**config.mk**
```make
export PLATFORM = sky130hd
export DESIGN_NAME = micro_alpha_veryl_mux_arbiter
export DESIGN_NICKNAME = d
export VERILOG_FILES = /design/src/rtl/micro_alpha_veryl_mux_arbiter.sv
export SDC_FILE = /design/constraint.sdc
export NUM_CORES = 1
export LEC_CHECK = 0
export CORE_ASPECT_RATIO = 2
export CORE_UTILIZATION = 36
export CTS_BUF_LIST = sky130_fd_sc_hd__clkbuf_8 sky130_fd_sc_hd__clkbuf_16
export DETAILED_ROUTE_END_ITERATION = 16
export HOLD_SLACK_MARGIN = 0.08
export PLACE_DENSITY_LB_ADDON = 0.05
export SETUP_SLACK_MARGIN = 0.1
export SLEW_MARGIN = 20
export SYNTH_ARGS = -nofsm -noshare
export SYNTH_HDL_FRONTEND = slang
export SYNTH_SLANG_ARGS = --single-unit
```
**constraint.sdc**
```tcl
create_clock -name clk -period 1.75 [get_ports clk]
set_input_delay 0.175 -clock clk [delete_from_list [all_inputs] [get_ports clk]]
set_output_delay 0.175 -clock clk [all_outputs]
set_load 0.02 [all_outputs]
```
**src/rtl/micro_alpha_veryl_mux_arbiter.sv**
```systemverilog
// rtl/micro_alpha_veryl_mux_arbiter.sv - two-requester round-robin arbiter feeding a one-word output register
// The operand mux is a separate module so the select path stays visible on its own.

module micro_alpha_veryl_mux (
    input  logic [31:0] din [0:1],
    input  logic        selector,
    output logic [31:0] dout
);

    assign dout = din[selector];

endmodule

module micro_alpha_veryl_mux_arbiter #(
    parameter logic RESET_PRIO = 1'b0
) (
    input  logic        clk,
    input  logic        rst,
    input  logic [1:0]  req_valid,
    input  logic [31:0] req_data [0:1],
    output logic [1:0]  req_ready,
    output logic        out_valid,
    output logic [31:0] out_data,
    output logic        out_src,
    input  logic        out_ready
);

    localparam logic EMPTY = 1'b0;
    localparam logic FULL  = 1'b1;

    logic        state;
    logic        prio;
    logic        grant;
    logic        accept;
    logic        req_xfer;
    logic [31:0] mux_dout;

    assign out_valid = (state == FULL);
    assign accept    = !out_valid || out_ready;

    // A lone requester wins outright; otherwise (both or none) prio decides.
    always_comb begin
        grant = prio;
        if (req_valid == 2'b01) begin
            grant = 1'b0;
        end else if (req_valid == 2'b10) begin
            grant = 1'b1;
        end
    end

    always_comb begin
        req_ready = 2'b00;
        if (!rst && accept && req_valid[grant]) begin
            req_ready[grant] = 1'b1;
        end
    end

    assign req_xfer = |(req_valid & req_ready);

    micro_alpha_veryl_mux u_mux (
        .din      (req_data),
        .selector (grant),
        .dout     (mux_dout)
    );

    // prio only moves on an accepted request, so a withdrawn request never steals a turn.
    always_ff @(posedge clk) begin
        if (rst) begin
            state    <= EMPTY;
            out_data <= 32'h0;
            out_src  <= 1'b0;
            prio     <= RESET_PRIO;
        end else if (req_xfer) begin
            state    <= FULL;
            out_data <= mux_dout;
            out_src  <= grant;
            prio     <= ~grant;
        end else if (out_valid && out_ready) begin
            state    <= EMPTY;
        end
    end

endmodule

```
==> results.py <==
metrics = {
    "global_route": {
        "overflow": 0,
        "grt_pass1_vias": 1586,
        "grt_usage_pct": 22.4,
        "grt_max_degree": 34,
        "antenna_found_initial": 0,
        "grt_pass1_wl_mm": 8.02,
    },
    "routing": {
        "drt-vias-per-instance": 5.57,
        "dr.pass1.iters": 4,
        "wl_per_cell_um": 15.9,
        "drtAntennaViolNets": 0,
        "vias": 1778,
        "drc": 0,
        "initialDrtViolationCount": 45,
        "detail_route.wirelength_mm": 5.07,
    },
    "critical_path": {
        "cp_data_arrival_time_ps": 1730,
        "crit_family": "buffers and inverters",
        "max_stage_delay_ps": 520,
        "cp_num_buf_inv": 3,
        "crit_top_cell": "buf_4",
        "slowest_stage": "clkdlybuf4s50_1",
        "crit_required_ps": 1920,
        "path_cells": "clkdlybuf4s50_1 > nor2b_4 > buf_4 > o21ba_1 > buf_4 > a221o_1",
        "crit_type": "primary input to flip-flop",
        "end_kind": "flip-flop",
        "path_max_fanout": 17,
        "start_kind": "primary input",
    },
    "cts": {
        "cts_buffer_depth": 2,
        "numCtsBuffers": 5,
        "cts_tree": "yes",
        "cts.sinks": 35,
        "clkTransAtPathRegs_ps": 70,
        "htreeDepth": 2,
        "hold_buffers": 0,
        "clk_latency_ps": 280,
        "cts_root_buf": "clkbuf_8",
        "cts_setup_buffers": 0,
    },
    "power": {
        "clkPwrFrac_pct": 30.1,
        "p_int_uw": 1570,
        "power.leakage_uw": 0.00108,
        "powerDensity_mw_per_mm2": 785,
        "swShare_pct": 27.9,
        "p_seq_share_pct": 41.8,
        "p_comb_share_pct": 28.1,
        "p_switching_uw": 606,
        "vdd_drop_max_mv": 0.545,
    },
    "finish": {
        "nNetsFinal": 335,
        "synthToLayoutAreaGrowth_pct": 74.9,
        "fin_area_mm2": 0.00277,
        "drive_above_1_share_pct": 12.7,
        "final_common_cell": "clkdlybuf4s50_1",
        "final_cell_count_no_fill": 319,
        "final_cell_mix": "101 x clkdlybuf4s50_1, 35 x dfxtp_1, 32 x nand2_1, 32 x nor4_1, 24 x a221o_1",
        "diodes": 0,
    },
    "logic_synthesis": {
        "synth_area_per_cell_um2": 9.59,
        "postSynthCellCount": 165,
        "synth_area_mm2": 0.00158,
        "ys_ff_latch": 35,
        "ys_seq_area_share_pct": 44.3,
        "yosysWarnings": 0,
        "synth_cell_types": 18,
        "syn-num-nets": 234,
    },
    "sta": {
        "setup_tns_ps": 0,
        "min_period_over_period_pct": 89.4,
        "setup_violations": 0,
        "max_freq_mhz": 639,
        "final_max_slew_viol_count": 0,
        "hold_violations": 0,
        "tightest_slew_ps": 365,
        "rsz0062_at_grt": "false",
        "setup_slack_ps": 185,
        "max-slew-margin-rel_pct": 75.7,
        "period_needed_ps": 1560,
        "clock_skew_ps": 3.59,
    },
    "floorplanning": {
        "start_util_pct": 38.0,
        "die_y_um": 95.8,
        "coreArea_mm2": 0.00417,
        "die_w_um": 48.9,
        "pin_count": 105,
        "die-area_mm2": 0.00468,
        "rows": 33,
    },
    "placement": {
        "port-buffer-count": 104,
        "placedInstanceArea_mm2": 0.00268,
        "pre_cts_slack_ps": -225,
        "dp_hpwl_mm": 3.52,
        "gp_congestion": 0.744,
        "dp_cells": 311,
    },
    "min_path": {
        "hold_class": "primary input to flip-flop",
    },
    "run": {
        "drv_cap": 0,
    },
    "outcome": {
        "status": "completed",
    },
}
[stage by stage]
step                hold slack, ps  utilization [%]  total power (uW)
floorplan                      315                -              1200
global route                   483             66.4              2270
global placement               441             64.2              1530
CTS                            471             66.5              2190
detailed placement             441             64.2              1540
finish                         451             66.4              2170
[path summary, 6_finish.rpt]
check / from / to / slack (ps) / cells after the start
worst min-delay path: req_valid[1] / out_src / 450 / 3
worst max-delay path: out_ready / out_data[11] / 190 / 6
worst max register to register: out_valid / out_data[11] / 190 / 5
worst min register to register: out_src / out_src / 480 / 1
[tightest hold or removal path: stages]
cell and delay (ps):
dlymetal6s2s_1 180, nor4b_2 190, a21o_1 140
[synth_stat cells]
cell type	n	area share, %
nor4b_1	1	0.55
dfxtp_1	35	44
buf_6	5	3.6
buf_2	6	1.9
a221o_1	24	15
nor2_1	1	0.24
nor2b_4	1	0.87
a21o_1	2	0.95
nor4_1	32	13
nand2b_1	1	0.40
o21ba_1	1	0.63
a2111oi_4	1	1.7
a21oi_1	1	0.32
clkbuf_1	12	2.8
nor2b_1	1	0.40
nand2_1	32	7.6
a221o_2	8	5.7
inv_1	1	0.24
[metal layers]
layer	track usage [%]	part of all wire, %
met3	4.90	7.1
met2	37.3	51
met5	0	0
met1	28.4	41
met4	7.35	1.1
[cell families (layout without fill, tap and decap cells)]
group                  after synthesis  count (layout)  synth area share [%]
and+or+nand+nor                     69              69                  22.7
AOI/OAI and AO/OA                   37              37                  24.5
DFF                                 35              35                  44.3
buffers and inverters               24             126                  8.54
[sequential cells by signal, indices dropped and copies added, names as in the netlist]
signal / flops
out_valid: 1
out_src: 1
prio: 1
out_data: 32
[final cells by class]
| type | count | area (um^2) |
|---|---|---|
| Sequential cell | 35 | 701 |
| Clock inverter | 1 | 3.75 |
| Timing Repair Buffer | 117 | 1140 |
| Inverter | 1 | 3.75 |
| Fill cell | 351 | 1400 |
| Tap cell | 52 | 65.1 |
| Clock buffer | 7 | 96.3 |
| Multi-Input combinational cell | 106 | 756 |
[power groups by stage]
stage | Clock [uW] | Combinational, uW | Sequential, uW
after global placement | 0 | 611 | 924
after CTS | 667 | 615 | 909
after floorplan | 0 | 194 | 1010
after global routing | 699 | 652 | 916
final | 655 | 611 | 908
after detailed placement | 0 | 614 | 925
[what timing repair did]
item | in CTS | in global routing
gates cloned | 0 | 0
setup endpoints to repair | 2 | 27
gates resized for setup | 2 | 6
No activity file was read; power rests on OpenSTA's default activity.
